**src/rtl/serial_arith_pkg.sv**
```systemverilog
// Shared definitions for the bit-serial arithmetic blocks (subtractor today, adder later).
package serial_arith_pkg;

    localparam int unsigned STATE_W = 2;

    typedef enum logic [STATE_W-1:0] {
        IDLE  = 2'd0,
        SHIFT = 2'd1,
        DONE  = 2'd2
    } state_e;

endpackage

```
**src/rtl/full_subtractor.sv**
```systemverilog
// One-bit full subtractor cell built from gate primitives: d = x - y - bin, bout = borrow out.
module full_subtractor (
    input  wire x,
    input  wire y,
    input  wire bin,
    output wire d,
    output wire bout
);

    wire x_n;
    wire xy;
    wire xy_n;
    wire br_xy;
    wire br_in;

    xor g_xor0 (xy, x, y);
    xor g_xor1 (d, xy, bin);
    not g_not0 (x_n, x);
    not g_not1 (xy_n, xy);
    and g_and0 (br_xy, x_n, y);
    and g_and1 (br_in, xy_n, bin);
    or  g_or0  (bout, br_xy, br_in);

endmodule

```
**src/rtl/serial_subtractor.sv**
```systemverilog
// Bit-serial a - b, LSB first, one bit per clock; result word and flags are
// presented all at once on completion and held until the next accepted start.
module serial_subtractor
    import serial_arith_pkg::*;
#(
    parameter int unsigned WIDTH = 8
) (
    input  logic             clk,
    input  logic             rst_n,
    input  logic             start,
    input  logic [WIDTH-1:0] a,
    input  logic [WIDTH-1:0] b,
    output logic             busy,
    output logic             done,
    output logic [WIDTH-1:0] diff,
    output logic             borrow,
    output logic             ovf
);

    localparam int unsigned CNT_W = (WIDTH > 1) ? $clog2(WIDTH) : 1;
    localparam logic [CNT_W-1:0] CNT_LAST = CNT_W'(WIDTH - 1);

    state_e             state_q, state_d;
    logic [CNT_W-1:0]   cnt_q, cnt_d;
    logic [WIDTH-1:0]   a_sr_q, a_sr_d;
    logic [WIDTH-1:0]   b_sr_q, b_sr_d;
    logic [WIDTH-1:0]   d_sr_q, d_sr_d;
    logic [WIDTH-1:0]   diff_q, diff_d;
    logic               bor_q, bor_d;
    logic               borrow_q, borrow_d;
    logic               ovf_q, ovf_d;
    logic               busy_q, busy_d;
    logic               done_q, done_d;
    logic               fs_d;
    logic               fs_bout;

    full_subtractor u_fs (
        .x    (a_sr_q[0]),
        .y    (b_sr_q[0]),
        .bin  (bor_q),
        .d    (fs_d),
        .bout (fs_bout)
    );

    // Next-state, datapath and output decode
    always_comb begin
        state_d  = state_q;
        cnt_d    = cnt_q;
        a_sr_d   = a_sr_q;
        b_sr_d   = b_sr_q;
        d_sr_d   = d_sr_q;
        diff_d   = diff_q;
        bor_d    = bor_q;
        borrow_d = borrow_q;
        ovf_d    = ovf_q;

        case (state_q)
            IDLE, DONE: begin
                state_d = IDLE;
                if (start) begin
                    a_sr_d  = a;
                    b_sr_d  = b;
                    d_sr_d  = '0;
                    bor_d   = 1'b0;
                    cnt_d   = '0;
                    state_d = SHIFT;
                end
            end
            SHIFT: begin
                d_sr_d = {fs_d, d_sr_q[WIDTH-1:1]};
                a_sr_d = {1'b0, a_sr_q[WIDTH-1:1]};
                b_sr_d = {1'b0, b_sr_q[WIDTH-1:1]};
                bor_d  = fs_bout;
                cnt_d  = cnt_q + CNT_W'(1);
                if (cnt_q == CNT_LAST) begin
                    // MSB cell: overflow is borrow-in XOR borrow-out of the sign bit
                    diff_d   = {fs_d, d_sr_q[WIDTH-1:1]};
                    borrow_d = fs_bout;
                    ovf_d    = bor_q ^ fs_bout;
                    cnt_d    = '0;
                    state_d  = DONE;
                end
            end
            default: state_d = IDLE;
        endcase

        busy_d = (state_d == SHIFT);
        done_d = (state_d == DONE);
    end

    always_ff @(posedge clk) begin
        if (!rst_n) begin
            state_q  <= IDLE;
            cnt_q    <= '0;
            a_sr_q   <= '0;
            b_sr_q   <= '0;
            d_sr_q   <= '0;
            diff_q   <= '0;
            bor_q    <= 1'b0;
            borrow_q <= 1'b0;
            ovf_q    <= 1'b0;
            busy_q   <= 1'b0;
            done_q   <= 1'b0;
        end else begin
            state_q  <= state_d;
            cnt_q    <= cnt_d;
            a_sr_q   <= a_sr_d;
            b_sr_q   <= b_sr_d;
            d_sr_q   <= d_sr_d;
            diff_q   <= diff_d;
            bor_q    <= bor_d;
            borrow_q <= borrow_d;
            ovf_q    <= ovf_d;
            busy_q   <= busy_d;
            done_q   <= done_d;
        end
    end

    assign busy   = busy_q;
    assign done   = done_q;
    assign diff   = diff_q;
    assign borrow = borrow_q;
    assign ovf    = ovf_q;

endmodule

```
**config.mk**
```make
export PLATFORM = sky130hd
export DESIGN_NAME = serial_subtractor
export DESIGN_NICKNAME = d
export VERILOG_FILES = /design/src/rtl/serial_arith_pkg.sv /design/src/rtl/full_subtractor.sv /design/src/rtl/serial_subtractor.sv
export SDC_FILE = /design/constraint.sdc
export NUM_CORES = 1
export LEC_CHECK = 0
export CORE_MARGIN = 3
export CORE_UTILIZATION = 50
export DETAILED_ROUTE_END_ITERATION = 8
export PLACE_DENSITY = 0.76
export SYNTH_ARGS = -nofsm -noshare
export SYNTH_HDL_FRONTEND = slang
export SYNTH_HIERARCHICAL = 1
export SYNTH_SLANG_ARGS = --single-unit
```
**constraint.sdc**
```tcl
create_clock -name clk -period 1.81 [get_ports clk]
set_input_delay 0.543 -clock clk [delete_from_list [all_inputs] [get_ports clk]]
set_output_delay 0.543 -clock clk [all_outputs]
set_load 0.05 [all_outputs]
```
==> results.cfg, run 1 <==
[critical_path]
end_kind = flip-flop
slowest_delay_ns = 0.45
critPathLaunchType = flip-flop
worst-setup-path-type = flip-flop to flip-flop
critPathMaxFanout = 13
worstPathRequired_ns = 2.07
regToRegEndpoint = ovf
timing.rr.start = cnt_q[0]
r2r_setup_slack_ns = 0.29
crit_chain = ha_1 > ha_1 > and3b_1 > nand2_1 > o211a_1
crit_buf_inv = 0
cpMostUsedCell = ha_1
crit_family = simple AND/OR/NAND/NOR gates
ff2ff_path_depth = 5
cp.arrival_ns = 1.78
slowest_stage = and3b_1

[logic_synthesis]
yosysSeqAreaShare = 0.494
syn-cell-area_um2 = 1660
synth_edf_count = 0
ys_seq_elements = 41
syn-num-nets = 220
synthCells = 198
ys_warn_count = 6
ys.flop_type = dfxtp_1
synth.distinct_cells = 21
async_flop_share = 0
synth.avg_cell_area_um2 = 8.39

[layout]
fillerInstances = 277
stdcell_count = 272
antenna_cells = 0
drive_gt1_frac = 0.118
nNetsFinal = 249
syn2layout_area_growth_pct = 23.2

[clocking]
clk-insertion-delay-late_ns = 0.35
cts-htree-levels = 2
cts_hold_buf = 0
clk_path_buf_depth = 2
tritoncts = yes
cts_resized = 0
numCtsBuffers = 5
clkSinkCount = 41
path_clk_slew_ns = 0.12
cts_root_buf = clkbuf_4
cts_setup_buffers = 0

[floorplan]
core_area_um2 = 3100
ios = 31
core.rowCount = 20
die_h_um = 63.6
initial_core_util = 0.535
die_x_um = 63.6
die_area_um2 = 4050

[route]
first_iter_violations = 92
wl_um = 3310
num_vias = 1423
routedWlPerCell_um = 12.2
post_drt_via_cell_ratio = 5.23
drc = 0
dr.pass1.iters = 4
detail-route-antenna-nets = 0

[sta]
final_hold_viol_count = 0
slew_viol_final = 0
layout_worst_path_cycle_share = 0.842
fmax_ghz = 0.656
setup_viol = 0
finalCriticalPeriod_ns = 1.52
rsz0062_at_grt = false
skew_ns = 0.00315
worst_slew_pin_slew_ns = 0.432
tns_ns = 0
relSlewSlack = 0.712

[pwr]
power.density_nw_per_um2 = 830
peakVddDrop_uv = 522
internal_power_mw = 1.27
comb_power_share = 0.127
seqPwrFrac = 0.570
p_sw_mw = 0.426
p_sw_frac = 0.251
power.clock.fraction = 0.303
p_leak_nw = 0.778

[outcome]
status = finished, final reports clean

[global_routing]
grt.total_usage = 0.182
grt_max_degree = 28
grt_pass1_vias = 1371
overflow = 0
antenna_found_initial = 0
grt_pass1_wl_um = 5820

[placed_design]
hpwl_um = 2300
io_buffer_count = 30
gp_congestion = 0.709
place_inst = 264

[hold_path]
hold_start = diff[2]
hold_path_depth = 2
whs_endpoint = diff[2]
min_path_type = flip-flop to flip-flop

[job]
cap_viol_max_count = 0
synthesized netlist by cell type, drive strengths merged (2+ instances only):
master | number | area, µm²
nand2 | 59 | 221
nor2b | 3 | 18.8
ha | 2 | 25.0
clkbuf | 6 | 22.5
o21ai | 15 | 75.1
a21boi | 21 | 158
a31oi | 15 | 93.8
and2 | 4 | 25.0
nand2b | 2 | 12.5
buf | 9 | 52.6
dfxtp | 41 | 821
inv | 3 | 11.3
nand3 | 12 | 60.1
tightest hold or removal path: stages (launching register included):
cell	delay (ns)
dfxtp_1	0.33
nand2_1	0.05
a21boi_0	0.06
state kept, by name, summed over array words and instances, names as in the netlist:
register  cells
done          1
a_sr_q        8
b_sr_q        8
state_q       2
borrow        1
bor_q         1
ovf           1
cnt_q         3
diff          8
d_sr_q        7
busy          1
routing by layer:
metal / global-route usage / wire (µm)
met1: 0.200 / 1450
met2: 0.321 / 1640
met3: 0.0428 / 168
met4: 0.0970 / 48
met5: 0 / 0
area by class of cell:
class,count,area [µm²],share of cell area
inverters,3,11.3,0.00550
clock inverters,1,5.00,0.00245
clock buffers,7,65.1,0.0318
repair buffers,37,335,0.164
flip-flops and latches,41,821,0.401
well taps,44,55.1,0.0269
multi-input cells,139,753,0.368
worst max path at each step:
stage,start,to,cells past startpoint
after detailed placement,start,b_sr_q[5],5
after floorplan,cnt_q[0],ovf,5
final,cnt_q[0],ovf,5
after CTS,cnt_q[0],diff[3],5
after global routing,cnt_q[0],diff[3],5
after global placement,start,a_sr_q[4],5
through the flow:
step                 util  hold WS (ns)  cell area, µm²  total power [mW]  worst slack (ns)
finish              0.659         0.470            2050              1.70             0.286
global route        0.659         0.492            2050              1.78             0.111
CTS                 0.659         0.475            2050              1.71             0.275
detailed placement  0.637         0.458            1980              1.20            0.0789
global placement    0.637         0.451            1980              1.20             0.151
floorplan               -         0.441            1660              1.12             0.459
cell families after synthesis:
logic type	count (synthesis)	share of synthesized area
fa+ha+maj	3	0.0271
compound gates	52	0.203
simple gates	83	0.219
xor+xnor	1	0.00528
buf+inv	18	0.0520
flops	41	0.494
cell usage in the layout, fill, tap and decap left out, types with 4 or more instances in the layout:
cell | netlist | routed
a21boi_0 | 15 | 15
a21boi_1 | 6 | 6
a31oi_1 | 15 | 15
and2_1 | 4 | 4
buf_4 | 3 | 18
clkbuf_4 | 0 | 5
clkdlybuf4s50_1 | 0 | 18
dfxtp_1 | 41 | 41
nand2_1 | 59 | 59
nand3_1 | 12 | 12
o21ai_0 | 15 | 15
power groups by stage:
stage / logic [mW] / clock network [mW] / registers (mW)
after CTS: 0.217 / 0.528 / 0.968
final: 0.216 / 0.515 / 0.968
after detailed placement: 0.217 / 0 / 0.988
after global placement: 0.210 / 0 / 0.985
after floorplan: 0.133 / 0 / 0.988
after global routing: 0.239 / 0.565 / 0.974
Power figures use the tool's default switching activity.
==> inputs of run 2 (changes only) <==
clock period = 1.5 ns   (was 1.81 ns; I/O delays follow)
==> run 2 against run 1 <==
Core utilization increased by 5.3 points. Die area unchanged. Worst hold slack improved by 0.0035 ns.
==> results.cfg, run 2 (synthesized netlist as in run 1, its figures left out) <==
[global_routing]
grt_pass1_vias = 1320
grt_max_degree = 41
grt.total_usage = 0.177
overflow = 0
grt_pass1_wl_um = 5640
antenna_found_initial = 0

[route]
detail-route-antenna-nets = 0
drc = 0
num_vias = 1435
post_drt_via_cell_ratio = 5.26
first_iter_violations = 74
dr.pass1.iters = 4
routedWlPerCell_um = 12.1
wl_um = 3310

[sta]
setup_viol = 0
rsz0062_at_grt = false
fmax_ghz = 0.736
setup_ws_ns = 0.141
relSlewSlack = 0.843
skew_ns = 0.00393
hold_ws_ns = 0.473
final_hold_viol_count = 0
layout_worst_path_cycle_share = 0.906
finalCriticalPeriod_ns = 1.36
slew_viol_final = 0
worst_slew_pin_slew_ns = 0.233

[layout]
fillerInstances = 260
fin_util = 0.713
stdcell_count = 273
final_common_cell = nand2_1
syn2layout_area_growth_pct = 33.2
drive_gt1_frac = 0.118
nNetsFinal = 251
antenna_cells = 0
layout_common_cells = 59 x nand2_1, 41 x dfxtp_1, 18 x clkdlybuf4s50_1

[critical_path]
timing.rr.start = cnt_q[0]
ff2ff_path_depth = 6
critPathMaxFanout = 4
end_kind = flip-flop
cp.arrival_ns = 1.64
regToRegEndpoint = cnt_q[0]
worst-setup-path-type = flip-flop to flip-flop
worstPathRequired_ns = 1.78
critPathLaunchType = flip-flop
r2r_setup_slack_ns = 0.14
critPathLaunch = cnt_q[0]

[job]
cap_viol_max_count = 0

[clocking]
numCtsBuffers = 5
cts_root_buf = clkbuf_4
clkSinkCount = 41
clk-insertion-delay-late_ns = 0.34
tritoncts = yes
cts-htree-levels = 2
path_clk_slew_ns = 0.11
clk_path_buf_depth = 2

[pwr]
p_leak_nw = 0.818
peakVddDrop_uv = 618
comb_power_share = 0.135
power.clock.fraction = 0.277
p_sw_mw = 0.493
power.total_mw = 1.99
power.density_nw_per_um2 = 899
seqPwrFrac = 0.588
p_sw_frac = 0.248
internal_power_mw = 1.49

[floorplan]
ios = 31
core.rowCount = 20
die_h_um = 63.6
core_area_um2 = 3100
die_area_um2 = 4050
die_x_um = 63.6
initial_core_util = 0.535

[placed_design]
io_buffer_count = 30
pre_cts_slack_ns = -0.124
hpwl_um = 2240
gp_congestion = 0.753
place_inst = 264

[hold_path]
min_path_type = flip-flop to flip-flop
hold_path_depth = 2
hold_start = d_sr_q[1]
whs_endpoint = diff[0]

[outcome]
status = finished, final reports clean
run 2: worst max-delay path by stage:
stage,end
floorplan,ovf
global placement,a_sr_q[4]
CTS,diff[1]
detailed placement,a_sr_q[1]
finish,cnt_q[0]
global route,cnt_q[0]
run 2: stage by stage:
step / instance area (µm²) / TNS [ns]
CTS: 2190 / 0
global route: 2210 / 0
finish: 2210 / 0
detailed placement: 2140 / -1.94
global placement: 2140 / -0.900
floorplan: 1660 / 0
run 2: worst max-delay path, stage by stage (launching register included):
cell and delay (ns):
dfxtp_1 0.34, ha_1 0.20, ha_1 0.22, buf_4 0.15, nor4b_1 0.22, a31oi_1 0.07
nor2b_1 0.10
run 2: layout make-up:
| type | instances | area [µm²] | area share |
|---|---|---|---|
| clock buffer | 7 | 55.1 | 0.0249 |
| multi-input combinational | 140 | 763 | 0.345 |
| inverter | 3 | 11.3 | 0.00509 |
| sequential | 41 | 821 | 0.371 |
| timing repair buffer | 38 | 505 | 0.229 |
| tap | 44 | 55.1 | 0.0249 |
run 2: power groups by stage:
| stage | sequential (mW) | clock, mW | combinational [mW] |
|---|---|---|---|
| 2_1_floorplan | 1.19 | 0 | 0.160 |
| 3_3_place_gp | 1.19 | 0 | 0.261 |
| 3_5_place_dp | 1.19 | 0 | 0.269 |
| 4_1_cts | 1.17 | 0.567 | 0.271 |
| 5_1_grt | 1.18 | 0.626 | 0.297 |
| 6_report | 1.17 | 0.550 | 0.268 |
run 2: repair_timing:
action,4_1_cts,5_1_grt
endpoints found under the hold margin,0,0
resized for setup,1,0
gates cloned,0,1
setup buffers,0,1
hold buffers,0,0
endpoints found under the setup margin,1,4
run 2: routing by layer:
metal  global-route usage  vias to the layer above  routed length, µm
met1                0.206                      660               1370
li1                     -                      730                  -
met3               0.0606                        6                188
met4               0.0809                        0                 63
met2                0.289                       39               1680
met5                    0                        -                  0
